## src/rtl/trg_mon_frame_tx.sv

```systemverilog
// trg_mon_frame_tx
// Telemetry frame reader/transmitter for the trigger monitor register bank.
// A request raises a one-cycle snapshot strobe. The block then reads monitor
// words FIRST_ADDR..LAST_ADDR one at a time and streams a big-endian byte
// frame: HEADER, every word, then a 16-bit wrapping sum of the words.
//
// Ports:
//   clk_in        system clock
//   rst_in        synchronous active-high reset; aborts any frame in flight
//   tel_req_in    frame request, sampled only while idle
//   store_en_out  one-cycle snapshot strobe to the monitor bank
//   rd_out        one-cycle read strobe per word
//   rd_addr_out   monitor read address
//   mon_data_in   read data, valid the cycle after rd_out
//   tx_data_out   frame byte
//   tx_valid_out  tx_data_out valid
//   tx_ready_in   sink accepts a byte on an edge where valid & ready
//   busy_out      high from request acceptance until frame completion
//   done_out      one-cycle pulse after the last checksum byte is accepted
module trg_mon_frame_tx #(
  parameter logic [7:0]  FIRST_ADDR = 8'h02,
  parameter logic [7:0]  LAST_ADDR  = 8'h24,
  parameter logic [15:0] HEADER     = 16'hEB90
) (
  input  logic        clk_in,
  input  logic        rst_in,
  input  logic        tel_req_in,
  output logic        store_en_out,
  output logic        rd_out,
  output logic [7:0]  rd_addr_out,
  input  logic [15:0] mon_data_in,
  output logic [7:0]  tx_data_out,
  output logic        tx_valid_out,
  input  logic        tx_ready_in,
  output logic        busy_out,
  output logic        done_out
);

  typedef enum logic [3:0] {
    S_IDLE,
    S_SNAP,
    S_HDR_HI,
    S_HDR_LO,
    S_RD,
    S_CAP,
    S_D_HI,
    S_D_LO,
    S_CS_HI,
    S_CS_LO
  } state_t;

  state_t      state_q, state_d;
  logic [7:0]  addr_q;
  logic [15:0] word_q;
  logic [15:0] csum_q;
  logic        done_q;

  // State register
  always_ff @(posedge clk_in) begin
    if (rst_in) begin
      state_q <= S_IDLE;
    end else begin
      state_q <= state_d;
    end
  end

  // Datapath: address counter, word capture, running checksum, done pulse
  always_ff @(posedge clk_in) begin
    if (rst_in) begin
      addr_q <= FIRST_ADDR;
      word_q <= '0;
      csum_q <= '0;
      done_q <= 1'b0;
    end else begin
      done_q <= (state_q == S_CS_LO) && tx_ready_in;
      case (state_q)
        S_IDLE: begin
          if (tel_req_in) begin
            addr_q <= FIRST_ADDR;
            csum_q <= '0;
          end
        end
        S_CAP: begin
          word_q <= mon_data_in;
          csum_q <= csum_q + mon_data_in;
        end
        S_D_LO: begin
          if (tx_ready_in && (addr_q != LAST_ADDR)) begin
            addr_q <= addr_q + 8'd1;
          end
        end
        default: ;
      endcase
    end
  end

  // Next-state logic; every byte state holds until its byte is accepted
  always_comb begin
    state_d = state_q;
    case (state_q)
      S_IDLE:   if (tel_req_in)  state_d = S_SNAP;
      S_SNAP:                    state_d = S_HDR_HI;
      S_HDR_HI: if (tx_ready_in) state_d = S_HDR_LO;
      S_HDR_LO: if (tx_ready_in) state_d = S_RD;
      S_RD:                      state_d = S_CAP;
      S_CAP:                     state_d = S_D_HI;
      S_D_HI:   if (tx_ready_in) state_d = S_D_LO;
      S_D_LO: begin
        if (tx_ready_in) begin
          state_d = (addr_q == LAST_ADDR) ? S_CS_HI : S_RD;
        end
      end
      S_CS_HI:  if (tx_ready_in) state_d = S_CS_LO;
      S_CS_LO:  if (tx_ready_in) state_d = S_IDLE;
      default:                   state_d = S_IDLE;
    endcase
  end

  // Outputs decoded from state only, so the presented byte cannot change
  // while the sink stalls.
  always_comb begin
    store_en_out = 1'b0;
    rd_out       = 1'b0;
    rd_addr_out  = addr_q;
    tx_valid_out = 1'b0;
    tx_data_out  = '0;
    busy_out     = (state_q != S_IDLE);
    case (state_q)
      S_IDLE:   rd_addr_out = FIRST_ADDR;
      S_SNAP:   store_en_out = 1'b1;
      S_RD:     rd_out = 1'b1;
      S_HDR_HI: begin tx_valid_out = 1'b1; tx_data_out = HEADER[15:8]; end
      S_HDR_LO: begin tx_valid_out = 1'b1; tx_data_out = HEADER[7:0];  end
      S_D_HI:   begin tx_valid_out = 1'b1; tx_data_out = word_q[15:8]; end
      S_D_LO:   begin tx_valid_out = 1'b1; tx_data_out = word_q[7:0];  end
      S_CS_HI:  begin tx_valid_out = 1'b1; tx_data_out = csum_q[15:8]; end
      S_CS_LO:  begin tx_valid_out = 1'b1; tx_data_out = csum_q[7:0];  end
      default: ;
    endcase
  end

  assign done_out = done_q;

endmodule

```

## config.mk

```make
export PLATFORM = sky130hd
export DESIGN_NAME = trg_mon_frame_tx
export DESIGN_NICKNAME = d
export VERILOG_FILES = /design/src/rtl/trg_mon_frame_tx.sv
export SDC_FILE = /design/constraint.sdc
export NUM_CORES = 1
export LEC_CHECK = 0
export ABC_CLOCK_PERIOD_IN_PS = 4430
export CORE_MARGIN = 4
export CORE_UTILIZATION = 47
export CTS_BUF_LIST = sky130_fd_sc_hd__clkbuf_4 sky130_fd_sc_hd__clkbuf_8
export CTS_CLUSTER_DIAMETER = 30
export CTS_CLUSTER_SIZE = 10
export DETAILED_ROUTE_END_ITERATION = 6
export PLACE_DENSITY = 0.71
export SLEW_MARGIN = 10
export SYNTH_ARGS = -nofsm -noshare
export SYNTH_HDL_FRONTEND = slang
export SYNTH_SLANG_ARGS = --single-unit
export TNS_END_PERCENT = 10
```

## constraint.sdc

```tcl
create_clock -name clk_in -period 4.43 [get_ports clk_in]
set_input_delay 0.6645 -clock clk_in [delete_from_list [all_inputs] [get_ports clk_in]]
set_output_delay 0.6645 -clock clk_in [all_outputs]
set_load 0.01 [all_outputs]
```

==> results.txt <==
outcome: finished clean
kind of path behind the tightest hold check: register to register
CTS clk-pin slew, worst paths: 80 ps
first-pass GRT wire length: 12140 microns
antenna violations before repair: 0
total CTS buffers: 5
data arrival time of the worst path: 2490 ps
filler cell count: 552
placeable core region: 5886 sq um
H-tree levels: 2
worst relative slew slack: 0.3331
Global Route met1 Usage: 0.2677
final weighted congestion in routability-driven placement: 0.9178
Synth area leader: sky130_fd_sc_hd__dfxtp_1
post-synth cell types: 55
chip width: 85.60 microns
proportion of netlist area held by the largest area contributor: 0.3183
share of total power in sequential cells: 0.491
number of maximum-capacitance constraint violations: 0
Core Rows: 28
Post-Synthesis Net Count: 395
number of antenna cells inserted: 0
clock skew: 7.587 ps
crit path capture type: output pin
maximum number of pins on one net before global-route repair: 27
routed length per placed instance: 15.70 microns
met2 track demand over resource in global routing: 0.3340
number of I/O pins: 41
PortBufs: 40
ANT nets after route: 0
crit start category: register
Crit Path Category: register to output pin
share of post-route cells with drive strength above 1: 0.04922
most frequent cell after synthesis: sky130_fd_sc_hd__nand2_1
total power: 875.3 uW
Worst Max-Slew Pin Slew: 998.3 ps
synth top area cells: sky130_fd_sc_hd__dfxtp_1 (32%), sky130_fd_sc_hd__a21oi_1 (7.6%), sky130_fd_sc_hd__ha_1 (7.5%)
worst-skew pair later-pin latency: 300 ps
vias: 2632
Fmax achieved: 316.8 MHz
Finish-stage setup viols: 0
Total Negative Setup Slacks: 0 ps
clk buf depth: 2
highest ir drop seen on vdd: 0.0001445 V
sequential share of the synthesized area: 0.3183
post-cts resize count: 0
initial drt markers: 158
die area: 7327 sq um
number of standard cells after synthesis: 357
number of pins exceeding their max-slew limit in the final report: 0
commonest cells in the netlist: sky130_fd_sc_hd__nand2_1 (55), sky130_fd_sc_hd__dfxtp_1 (45), sky130_fd_sc_hd__a21oi_1 (43), sky130_fd_sc_hd__nor2_1 (30), sky130_fd_sc_hd__ha_1 (17)
count of state elements after synthesis: 45
clock tree from TritonCTS: done
wirelength, routed: 7237 microns
die outline height: 85.60 microns
most used flip-flop cell after synthesis: sky130_fd_sc_hd__dfxtp_1
DRC errors left: 0
cell-internal power: 627.6 uW
met3 Resource Use GR: 0.04035
combinational cell fraction of total power: 0.205
Period Utilization, post-route: 0.7126
routing layer with the top usage in global route: met2
all-layer global routing usage: 0.2046
share of flip-flops with an asynchronous set or reset after synthesis: 0
number of search-and-repair iterations in the first detailed-routing pass: 4
switching fraction of total power: 0.2830
vias per std cell: 5.709
Hold-fix buffers, CTS: 0
syn_area_per_cell: 7.928 sq um
placed wire-length estimate: 5551 microns
number of enable-type register cells in the synthesized netlist: 0
initial standard-cell utilization of the core: 0.4809
share of power burned in the clock network: 0.304
number of hold-slack violations in the final timing report: 0
count of clock tree sinks: 45
area growth from synthesis to layout: 17.73%
post-synth design cell area: 2830 sq um
power dissipated by switching net loads: 247.7 uW
warning count from the yosys run: 0
power density over the cells: 262.7 nW/um^2
unrepaired setup endpoints after global routing: false
critical path required time: 3770 ps
total overflow reported by the global router: 0
Root Driver: sky130_fd_sc_hd__clkbuf_8
largest driver fanout on the critical path: 13
Setup Buffers After CTS: 0
vias in the first global route: 2524
leakage power summed over all cells: 1.291 nW
post-layout net count: 423
post-layout min period: 3157 ps
area by class of cell:
| class | instances | area (sq um) | share of cell area |
|---|---|---|---|
| sequential | 45 | 900.9 | 0.2704 |
| timing repair buffer | 42 | 415.4 | 0.1247 |
| multi-input combinational | 282 | 1797 | 0.5392 |
| tap | 75 | 93.84 | 0.02816 |
| inverter | 9 | 33.78 | 0.01014 |
| clock buffer | 8 | 91.34 | 0.02741 |
worst paths after layout:
kind / startpoint / to / slack [ps] / cells past startpoint
setup / recovery: state_q[1] / tx_data_out[3] / 1270 / 7
hold / removal: word_q[11] / word_q[11] / 460 / 2
setup reg to reg: state_q[0] / csum_q[15] / 1710 / 5
hold reg to reg: word_q[11] / word_q[11] / 460 / 2
worst max-delay path, cell delays in order, from the launching register on:
cell and delay (ps):
sky130_fd_sc_hd__dfxtp_1 660, sky130_fd_sc_hd__nor2_1 160, sky130_fd_sc_hd__nand2_1 230, sky130_fd_sc_hd__nor2_1 150, sky130_fd_sc_hd__nand2_1 120, sky130_fd_sc_hd__o21ai_0 80
sky130_fd_sc_hd__a221o_1 300, sky130_fd_sc_hd__clkdlybuf4s50_1 490
layout by cell type (no fill, tap or decap), drive strengths merged, types with 3 or more instances in the layout:
master,synthesis,layout
nor3,4,4
nor3b,3,3
dfxtp,45,45
o21ai,19,19
nor4,3,3
a21o,4,4
a22o,7,7
and3,7,7
a221o,7,7
clkdlybuf4s50,0,40
a21oi,44,44
inv,9,9
nor2b,5,5
nand2b,3,3
nand3,7,7
and2b,6,6
nand4,6,6
mux2i,4,4
nor2,31,31
clkbuf,13,8
xor2,11,11
ha,17,17
xnor2,7,7
a22oi,5,5
nand2,56,56
flip-flops by register name (all words and copies together), names as in the netlist:
name      count
csum_q       16
addr_q        8
done_out      1
state_q       4
word_q       16
metrics by stage:
| step | cells | hold slack, ps | setup WS (ps) | cell area (sq um) | util |
|---|---|---|---|---|---|
| floorplan | 357 | 435.7 | 1997 | 2830 | - |
| global placement | 453 | 442.1 | 1382 | 3241 | 0.5506 |
| detailed placement | 453 | 450.6 | 1300 | 3241 | 0.5506 |
| CTS | 461 | 462.4 | 1264 | 3332 | 0.5661 |
| global route | 461 | 472.9 | 1029 | 3332 | 0.5661 |
| finish | 461 | 463.0 | 1273 | 3332 | 0.5661 |
cell families after synthesis:
family,share of synthesized area
adder cells (fa/ha/maj),0.08223
multiplexers,0.01415
buffers and inverters,0.04686
AO/OA/AOI/OAI,0.2277
AND/OR/NAND/NOR,0.2551
flip-flops,0.3183
XOR/XNOR,0.05570
routing by layer:
layer	wire length, microns	part of all wire
met3	412	0.057
met5	0	0
met4	149	0.021
met1	3293	0.46
met2	3381	0.47
power groups by stage:
stage / sequential, mW / combinational (mW) / clock, mW
floorplan: 0.423 / 0.124 / 0
detailed placement: 0.439 / 0.179 / 0
global route: 0.432 / 0.197 / 0.287
finish: 0.430 / 0.179 / 0.266
global placement: 0.439 / 0.179 / 0
CTS: 0.429 / 0.180 / 0.273
No activity file was read; power rests on OpenSTA's default activity.
